<file path="src/rtl/mct_pkg.sv">
// Shared types and helpers for the byte-serialising RAM controller.
package mct_pkg;

  typedef enum logic [1:0] {
    ST_IDLE = 2'd0,
    ST_RD   = 2'd1,
    ST_WR   = 2'd2,
    ST_LAST = 2'd3
  } state_t;

  typedef enum logic [1:0] {
    GNT_NONE = 2'd0,
    GNT_IF   = 2'd1,
    GNT_MM   = 2'd2
  } grant_t;

  localparam logic [1:0] CU_B = 2'd0;
  localparam logic [1:0] CU_H = 2'd1;
  localparam logic [1:0] CU_W = 2'd3;

  // Index of the final byte of a transfer; cu=2 is promoted to a word.
  function automatic logic [1:0] last_idx(input logic [1:0] cu);
    case (cu)
      CU_B:    last_idx = 2'd0;
      CU_H:    last_idx = 2'd1;
      default: last_idx = 2'd3;
    endcase
  endfunction

  function automatic logic [7:0] byte_sel(input logic [31:0] w, input logic [1:0] k);
    case (k)
      2'd0:    byte_sel = w[7:0];
      2'd1:    byte_sel = w[15:8];
      2'd2:    byte_sel = w[23:16];
      default: byte_sel = w[31:24];
    endcase
  endfunction

endpackage

</file>
<file path="src/rtl/mem_ctrl.sv">
// Arbitrates IF and MM requests onto a byte-wide synchronous RAM, issuing
// one byte per cycle and assembling read bytes into a buffer.
module mem_ctrl
  import mct_pkg::*;
#(
  parameter int ADDR_W = 32
) (
  input  logic              clk,
  input  logic              rst,
  input  logic              if_mct_e,
  input  logic [ADDR_W-1:0] if_mct_a,
  input  logic              if_mct_clr,
  output logic              if_mct_ok,
  output logic [31:0]       if_mct_n_o,
  input  logic              mm_mct_e,
  input  logic [ADDR_W-1:0] mm_mct_a,
  input  logic              mm_mct_wr,
  input  logic [1:0]        mm_mct_cu,
  input  logic [31:0]       mm_mct_n_i,
  output logic              mm_mct_ok,
  output logic [31:0]       mm_mct_n_o,
  output logic [ADDR_W-1:0] ram_a,
  output logic              ram_wr,
  output logic [7:0]        ram_dout,
  input  logic [7:0]        ram_din
);

  state_t            state_r;
  grant_t            grant_r;
  logic [1:0]        cnt_r;
  logic [1:0]        last_r;
  logic [ADDR_W-1:0] a_r;
  logic [31:0]       wdata_r;
  logic [31:0]       buf_r;
  logic              if_ok_r;
  logic              mm_ok_r;
  logic [31:0]       if_n_r;
  logic [31:0]       mm_n_r;
  logic [ADDR_W-1:0] ram_a_r;
  logic              ram_wr_r;
  logic [7:0]        ram_dout_r;

  logic [1:0]        cnt_inc_s;
  logic [ADDR_W-1:0] addr_next_s;
  logic [31:0]       cap_s;

  assign cnt_inc_s   = cnt_r + 2'd1;
  assign addr_next_s = a_r + ADDR_W'(cnt_inc_s);

  // Buffer with this cycle's RAM byte folded in (byte cnt-1 arrives now).
  always_comb begin
    cap_s = buf_r;
    case (cnt_r)
      2'd1:    cap_s[7:0]   = ram_din;
      2'd2:    cap_s[15:8]  = ram_din;
      2'd3:    cap_s[23:16] = ram_din;
      default: cap_s = buf_r;
    endcase
  end

  // Arbitration and byte-sequencing FSM with registered outputs.
  always_ff @(posedge clk) begin
    if (!rst) begin
      state_r    <= ST_IDLE;
      grant_r    <= GNT_NONE;
      cnt_r      <= 2'd0;
      last_r     <= 2'd0;
      a_r        <= {ADDR_W{1'b0}};
      wdata_r    <= 32'h0000_0000;
      buf_r      <= 32'h0000_0000;
      if_ok_r    <= 1'b0;
      mm_ok_r    <= 1'b0;
      if_n_r     <= 32'h0000_0000;
      mm_n_r     <= 32'h0000_0000;
      ram_a_r    <= {ADDR_W{1'b0}};
      ram_wr_r   <= 1'b0;
      ram_dout_r <= 8'h00;
    end else begin
      case (state_r)
        ST_IDLE: begin
          cnt_r <= 2'd0;
          buf_r <= 32'h0000_0000;
          if (mm_mct_e) begin
            grant_r    <= GNT_MM;
            a_r        <= mm_mct_a;
            last_r     <= last_idx(mm_mct_cu);
            wdata_r    <= mm_mct_n_i;
            state_r    <= mm_mct_wr ? ST_WR : ST_RD;
            ram_a_r    <= mm_mct_a;
            ram_wr_r   <= mm_mct_wr;
            ram_dout_r <= mm_mct_wr ? mm_mct_n_i[7:0] : 8'h00;
          end else if (if_mct_e && !if_mct_clr) begin
            grant_r    <= GNT_IF;
            a_r        <= if_mct_a;
            last_r     <= CU_W;
            wdata_r    <= 32'h0000_0000;
            state_r    <= ST_RD;
            ram_a_r    <= if_mct_a;
            ram_wr_r   <= 1'b0;
            ram_dout_r <= 8'h00;
          end else begin
            state_r    <= ST_IDLE;
            ram_a_r    <= {ADDR_W{1'b0}};
            ram_wr_r   <= 1'b0;
            ram_dout_r <= 8'h00;
          end
        end
        ST_RD: begin
          if (grant_r == GNT_IF && if_mct_clr) begin
            state_r <= ST_IDLE;
            grant_r <= GNT_NONE;
            cnt_r   <= 2'd0;
            buf_r   <= 32'h0000_0000;
            ram_a_r <= {ADDR_W{1'b0}};
          end else begin
            buf_r <= cap_s;
            if (cnt_r == last_r) begin
              state_r <= ST_LAST;
              if (grant_r == GNT_IF) begin
                if_ok_r <= 1'b1;
                if_n_r  <= cap_s;
              end else begin
                mm_ok_r <= 1'b1;
                mm_n_r  <= cap_s;
              end
            end else begin
              cnt_r   <= cnt_inc_s;
              ram_a_r <= addr_next_s;
            end
          end
        end
        ST_WR: begin
          if (cnt_r == last_r) begin
            state_r    <= ST_LAST;
            ram_wr_r   <= 1'b0;
            ram_dout_r <= 8'h00;
            mm_ok_r    <= 1'b1;
            mm_n_r     <= buf_r;
          end else begin
            cnt_r      <= cnt_inc_s;
            ram_a_r    <= addr_next_s;
            ram_dout_r <= byte_sel(wdata_r, cnt_inc_s);
          end
        end
        ST_LAST: begin
          state_r    <= ST_IDLE;
          grant_r    <= GNT_NONE;
          cnt_r      <= 2'd0;
          buf_r      <= 32'h0000_0000;
          if_ok_r    <= 1'b0;
          mm_ok_r    <= 1'b0;
          ram_a_r    <= {ADDR_W{1'b0}};
          ram_wr_r   <= 1'b0;
          ram_dout_r <= 8'h00;
        end
        default: begin
          state_r <= ST_IDLE;
          grant_r <= GNT_NONE;
        end
      endcase
    end
  end

  // A flush arriving in the ok cycle still suppresses the IF strobe.
  assign if_mct_ok  = if_ok_r & ~if_mct_clr;
  assign mm_mct_ok  = mm_ok_r;
  assign if_mct_n_o = if_n_r;
  assign mm_mct_n_o = mm_n_r;
  assign ram_a      = ram_a_r;
  assign ram_wr     = ram_wr_r;
  assign ram_dout   = ram_dout_r;

endmodule

</file>
<file path="config.mk">
export PLATFORM = sky130hd
export DESIGN_NAME = mem_ctrl
export DESIGN_NICKNAME = d
export VERILOG_FILES = /design/src/rtl/mct_pkg.sv /design/src/rtl/mem_ctrl.sv
export SDC_FILE = /design/constraint.sdc
export NUM_CORES = 1
export LEC_CHECK = 0
export CELL_PAD_IN_SITES_DETAIL_PLACEMENT = 0
export CELL_PAD_IN_SITES_GLOBAL_PLACEMENT = 2
export CORE_UTILIZATION = 31
export CTS_CLUSTER_DIAMETER = 50
export DETAILED_ROUTE_END_ITERATION = 7
export GPL_TIMING_DRIVEN = 0
export PLACE_DENSITY_LB_ADDON = 0.1
export SLEW_MARGIN = 20
export SYNTH_ARGS = -nofsm -noshare
export SYNTH_HDL_FRONTEND = slang
export SYNTH_SLANG_ARGS = --single-unit
</file>
<file path="constraint.sdc">
create_clock -name clk -period 8.4 [get_ports clk]
set_clock_uncertainty 0.2 [all_clocks]
set_input_delay 1.68 -clock clk [delete_from_list [all_inputs] [get_ports clk]]
set_output_delay 1.68 -clock clk [all_outputs]
set_load 0.03 [all_outputs]
</file>
==> results.yml, run 1 <==
run_status:
  status: "completed"
synth:
  syn_inst: 986
  seq_area_frac_synth_pct: 43.3
  synth_edf_count: 0
  synthTopCellsByCount: "187 x dfxtp_1, 177 x nor2_1, 80 x a22oi_1"
  synth_seq_cells: 187
  yosysMostFrequentCell: "dfxtp_1"
  ys.flop_type: "dfxtp_1"
  syn_area_sq_mm: 0.00865
  synth_cell_type_count: 58
  ys_warn_count: 0
  synthTopCellsByArea: "dfxtp_1 43%, nor2_1 7.7%, mux2i_1 7.2%"
  yosysTopAreaCell: "dfxtp_1"
  yosysTopAreaCellShare_pct: 43.3
  synth-async-reset-ratio_pct: 0
  syn_avg_cell_area_sq_um: 8.77
worst_setup_path:
  crit_required_ns: 6.52
  end_kind: "output pin"
  start_kind: "input port"
  arrival_ns: 3.28
  r2r_slack_ns: 5.00
  cp_max_fo: 7
  criticalPathCategory: "in2out"
finish:
  area_growth_pct: 35.6
  seqCellArea_sq_mm: 0.00374
  final_nets: 1340
  final_cells: 1599
  diodes: 0
  fillers: 2781
  multiInputGateArea_sq_mm: 0.00449
  stdcell_area_sq_mm: 0.0117
  drive_gt1_share_pct: 5.46
power:
  p_seq_share_pct: 42.4
  vdd_drop_max_uv: 140
  power.internal_mw: 1.59
  p_leak_nw: 3.99
  p_comb_share_pct: 22.1
  p_sw_share_pct: 32.5
  switching_power_mw: 0.763
  power_mw: 2.35
  p_per_area_mw_per_mm2: 201
  clkPwrFrac_pct: 35.6
placement:
  port_buffers: 193
  dpl_cell_area_sq_mm: 0.0111
  hpwl_um: 23000
  dp_cells: 1567
  place.gp.congestion: 0.827
clocking:
  ctsResizeCount: 0
  clock_latency_ns: 0.43
  post_cts_buffers: 0
  cts.sinks: 187
  cts_buffers: 17
  holdBufCountCts: 0
  cts_max_level: 4
  path_clk_slew_ns: 0.07
  clk_path_buf_depth: 2
  clock_tree.root_cell: "clkbuf_16"
  tritoncts: "yes"
timing:
  whs_ns: 0.270
  worst_pin_slew_ns: 0.888
  max_freq_mhz: 194
  grt_setup_unrepaired: "no"
  fin_crit_ns: 5.16
  timing_hold_violations_final: 0
  finalMaxSlewViolations: 0
  finalSetupViolations: 0
  slew_headroom_pct: 40.8
  finalCritPeriodShare_pct: 61.4
  final.setup.tns_ns: 0
floorplan:
  die_width_um: 169
  rows: 60
  initial_core_util_pct: 31.8
  dieHeight_um: 169
  design.core.area_sq_mm: 0.0272
  dieArea_sq_mm: 0.0286
  ios: 219
routing:
  wl_per_cell_um: 19.0
  drt_first_pass_iters: 8
  vias_per_cell: 5.12
  vias: 8186
  dr.first_iter.drc_count: 466
  antenna_left: 0
  wl_um: 30400
  drc: 0
global_routing:
  track_usage_pct: 21.4
  grt_pass1_wl_um: 46300
  grt_antenna_before_repair: 1
  grt_pass1_vias: 8085
  grt_max_degree: 20
  grt_overflow: 0
job:
  drv_cap: 0
min_path:
  hp-class: "reg2reg"
metrics by stage:
| stage | utilization [%] | setup slack, ns |
|---|---|---|
| 2_1_floorplan | - | 4.41 |
| 3_3_place_gp | 40.8 | 3.18 |
| 3_5_place_dp | 40.9 | 3.19 |
| 4_1_cts | 43.1 | 3.18 |
| 5_1_grt | 43.1 | 3.15 |
| 6_report | 43.1 | 3.24 |
cell usage in the layout, fill, tap and decap left out, drive strengths merged, types with 5 or more instances in the layout:
cell	count
conb	16
nor4	7
a211oi	60
a22o	14
clkdlybuf4s50	193
buf	33
a22oi	80
a221oi	10
nor3	31
dfxtp	187
xnor2	20
o21ai	22
a222oi	8
xor2	5
nand4	5
inv	18
and2	7
ha	13
nor2b	13
mux2i	62
o21a	7
nand3	10
nand2	43
o32ai	9
clkbuf	88
nor2	177
a21oi	30
path summary, 6_finish.rpt:
kind / cells after the start / end / start
max: 3 / if_mct_ok / if_mct_clr
min: 2 / ram_a[15] / ram_a[15]
max reg2reg: 9 / ram_a[22] / cnt_r[0]
min reg2reg: 2 / ram_a[15] / ram_a[15]
critical path, stage by stage:
cell and delay, ns:
clkdlybuf4s50_1 0.58, nor2b_1 0.29, clkdlybuf4s50_1 0.72
layout make-up:
class	count	area share, %
clock buffer	18	3.66
multi-input combinational	701	38.3
timing repair buffer	194	16.5
inverter	11	0.352
sequential	187	31.9
clock inverter	14	1.50
tap	372	3.97
buffer	102	3.81
sequential cells by signal, indices dropped and copies added (netlist names), 8 cells and up:
| name | flops |
|---|---|
| a_r | 32 |
| buf_r | 24 |
| if_mct_n_o | 24 |
| mm_mct_n_o | 24 |
| ram_a | 32 |
| ram_dout | 8 |
| wdata_r | 32 |
routing by layer:
metal	up-vias	global-route usage (%)	wire [um]
met5	-	0	13
met4	2	4.11	262
met3	19	3.88	1510
met2	213	36.7	14600
met1	3939	28.0	14000
li1	4013	-	-
kinds of logic after synthesis:
group | count (synthesis) | synth area share [%]
other | 1 | 0.0434
AOI/OAI and AO/OA | 267 | 22.6
and+or+nand+nor | 315 | 16.4
buffers and inverters | 113 | 5.64
DFF | 187 | 43.3
adders and majority gates | 14 | 2.11
muxes | 64 | 7.44
xor gates and xnor gates | 25 | 2.53
power groups by stage:
| stage | clock (mW) | sequential, mW | combinational (mW) |
|---|---|---|---|
| 2_1_floorplan | 0 | 1.07 | 0.249 |
| 3_3_place_gp | 0 | 1.02 | 0.519 |
| 3_5_place_dp | 0 | 1.02 | 0.523 |
| 4_1_cts | 0.858 | 0.997 | 0.525 |
| 5_1_grt | 0.893 | 1.01 | 0.564 |
| 6_report | 0.836 | 0.996 | 0.519 |
Power figures use the tool's default switching activity.
==> run 2, diff against run 1 <==
--- a/config.mk
+++ b/config.mk
@@ -7,7 +7,7 @@
 export LEC_CHECK = 0
 export CELL_PAD_IN_SITES_DETAIL_PLACEMENT = 0
 export CELL_PAD_IN_SITES_GLOBAL_PLACEMENT = 2
-export CORE_UTILIZATION = 31
+export CORE_UTILIZATION = 26
 export CTS_CLUSTER_DIAMETER = 50
 export DETAILED_ROUTE_END_ITERATION = 7
 export GPL_TIMING_DRIVEN = 0
==> constraint.sdc (replaced) <==
create_clock -name clk -period 4.28 [get_ports clk]
set_clock_uncertainty 0.2 [all_clocks]
set_input_delay 0.856 -clock clk [delete_from_list [all_inputs] [get_ports clk]]
set_output_delay 0.856 -clock clk [all_outputs]
set_load 0.03 [all_outputs]
==> run 2 against run 1 <==
Net effect: die area grew 19%; global-route usage decreased by 1.9 points; combinational power is 100% higher; total power increased by 98%; register-to-register slack worse by 4.1 ns; highest routed layer is now met4; via count decreased by 1.0%; sequential power rose by 97%; first-iteration DRC count decreased by 0.21%; critical endpoint unchanged; non-clock buffer count increased by 1.
==> results.yml, run 2 (synthesized netlist as in run 1, its figures left out) <==
run_status:
  status: "completed"
global_routing:
  grt_pass1_vias: 8140
  grt_max_degree: 21
  grt_antenna_before_repair: 0
  grt_pass1_wl_um: 49200
  track_usage_pct: 19.4
  grt_overflow: 0
worst_setup_path:
  arrival_ns: 2.59
  crit_required_ns: 3.22
  rr_endpoint: "ram_a[24]"
  cp_max_fo: 7
  criticalPathCategory: "in2out"
  critical-path-top-delay-family: "buffers and inverters"
  cp_num_buf_inv: 2
  cp.depth: 3
  path_cells: "clkdlybuf4s50_1 > nor2b_1 > clkdlybuf4s50_1"
  path_common_cell: "clkdlybuf4s50_1"
  endpoint: "if_mct_ok"
  crit_path_max_incr_delay_ns: 0.74
  cp_slowest_cell: "clkdlybuf4s50_1"
  r2r_start: "cnt_r[0]"
  startpoint: "if_mct_clr"
  end_kind: "output pin"
  start_kind: "input port"
  r2r_slack_ns: 0.90
  reg2reg_depth: 9
floorplan:
  initial_core_util_pct: 26.5
  dieHeight_um: 184
  rows: 66
  die_width_um: 184
  ios: 219
  design.core.area_sq_mm: 0.0326
  dieArea_sq_mm: 0.0340
clocking:
  cts.sinks: 187
  clock_latency_ns: 0.45
  post_cts_buffers: 0
  holdBufCountCts: 0
  cts_buffers: 17
  clock_tree.root_cell: "clkbuf_16"
  tritoncts: "yes"
  path_clk_slew_ns: 0.07
  ctsResizeCount: 0
  cts_max_level: 4
  clk_path_buf_depth: 2
placement:
  dp_cells: 1638
  port_buffers: 193
  dpl_cell_area_sq_mm: 0.0112
  place.gp.congestion: 0.793
  hpwl_um: 24700
finish:
  fillers: 3421
  final_common_cell: "clkdlybuf4s50_1"
  final_cell_mix: "193 x clkdlybuf4s50_1, 187 x dfxtp_1, 177 x nor2_1"
  final_cells: 1670
  stdcell_area_sq_mm: 0.0118
  area_growth_pct: 36.8
  diodes: 0
  final_nets: 1341
  drive_gt1_share_pct: 5.62
routing:
  vias: 8103
  vias_per_cell: 4.85
  wl_per_cell_um: 19.8
  wl_um: 33100
  drc: 0
  drt_first_pass_iters: 7
  antenna_left: 0
  dr.first_iter.drc_count: 465
timing:
  max_freq_mhz: 275
  whs_ns: 0.270
  grt_setup_unrepaired: "no"
  finalSetupViolations: 0
  finalMaxSlewViolations: 0
  slew_headroom_pct: 42.5
  timing_hold_violations_final: 0
  final.setup.tns_ns: 0
  fin_crit_ns: 3.64
  worst_pin_slew_ns: 0.863
  finalCritPeriodShare_pct: 85.1
power:
  p_leak_nw: 4.00
  power_mw: 4.66
  p_per_area_mw_per_mm2: 394
  vdd_drop_max_uv: 198
job:
  drv_cap: 0
min_path:
  hp-class: "reg2reg"
run 2: worst reg2reg max path, delay by kind of cell, from the launching register on:
| kind | cells | cell delay, ns |
|---|---|---|
| and+or+nand+nor | 3 | 1.08 |
| buffers and inverters | 2 | 0.47 |
| AOI/OAI and AO/OA | 1 | 0.10 |
| xor gates and xnor gates | 1 | 0.17 |
| adders and majority gates | 2 | 0.76 |
| DFF | 1 | 0.47 |
run 2: metrics by stage:
step	setup slack, ns	util, %
floorplan	1.44	-
global placement	0.385	34.3
detailed placement	0.404	34.4
CTS	0.655	36.3
global route	0.590	36.3
finish	0.638	36.3
run 2: area by class of cell:
| cell class | count | area (sq um) | share of cell area [%] |
|---|---|---|---|
| Sequential cell | 187 | 3740 | 31.7 |
| Clock inverter | 14 | 169 | 1.43 |
| Clock buffer | 18 | 439 | 3.71 |
| Tap cell | 442 | 553 | 4.68 |
| Inverter | 11 | 41.3 | 0.349 |
| Timing Repair Buffer | 195 | 1950 | 16.5 |
| Multi-Input combinational cell | 701 | 4490 | 37.9 |
| Buffer | 102 | 447 | 3.78 |
run 2: per-layer routing:
| metal | vias to the layer above | part of all wire (%) | GRT usage, % |
|---|---|---|---|
| met5 | - | 0 | 0 |
| li1 | 4009 | - | - |
| met4 | 0 | 1.4 | 4.90 |
| met2 | 189 | 48 | 33.1 |
| met3 | 24 | 4.1 | 3.20 |
| met1 | 3881 | 47 | 25.3 |
run 2: power by group:
group          internal, mW  leakage [nW]  switching [mW]  total [mW]
Clock                 0.809         0.293           0.858        1.67
Combinational         0.411          2.18           0.627        1.04
Sequential             1.86          1.53          0.0947        1.96
run 2: worst min-delay path by stage:
stage	startpoint	depth (start not counted)	slack, ns	to
4_1_cts	ram_a[19]	2	0.27	ram_a[19]
6_report	ram_a[18]	2	0.27	ram_a[18]
3_3_place_gp	ram_a[19]	2	0.25	ram_a[19]
2_1_floorplan	a_r[22]	2	0.26	a_r[22]
5_1_grt	ram_a[19]	2	0.29	ram_a[19]
3_5_place_dp	ram_a[19]	2	0.25	ram_a[19]
==> run 3, diff against run 2 <==
--- a/config.mk
+++ b/config.mk
@@ -7,7 +7,7 @@
 export LEC_CHECK = 0
 export CELL_PAD_IN_SITES_DETAIL_PLACEMENT = 0
 export CELL_PAD_IN_SITES_GLOBAL_PLACEMENT = 2
-export CORE_UTILIZATION = 26
+export CORE_UTILIZATION = 31
 export CTS_CLUSTER_DIAMETER = 50
 export DETAILED_ROUTE_END_ITERATION = 7
 export GPL_TIMING_DRIVEN = 0
==> constraint.sdc (replaced) <==
create_clock -name clk -period 4.62 [get_ports clk]
set_clock_uncertainty 0.2 [all_clocks]
set_input_delay 0.924 -clock clk [delete_from_list [all_inputs] [get_ports clk]]
set_output_delay 0.924 -clock clk [all_outputs]
set_load 0.03 [all_outputs]
==> results of run 3 <==
The final DEF is identical to that of run 1. Status: completed.
Among the figures that moved: setup slack after placement 3.19 ns -> 0.735 ns; setup slack after layout 3.24 ns -> 0.975 ns; register-to-register setup slack 5.00 ns -> 1.22 ns; total power 2.35 mW -> 4.27 mW; worst IR drop on VDD 140 uV -> 254 uV
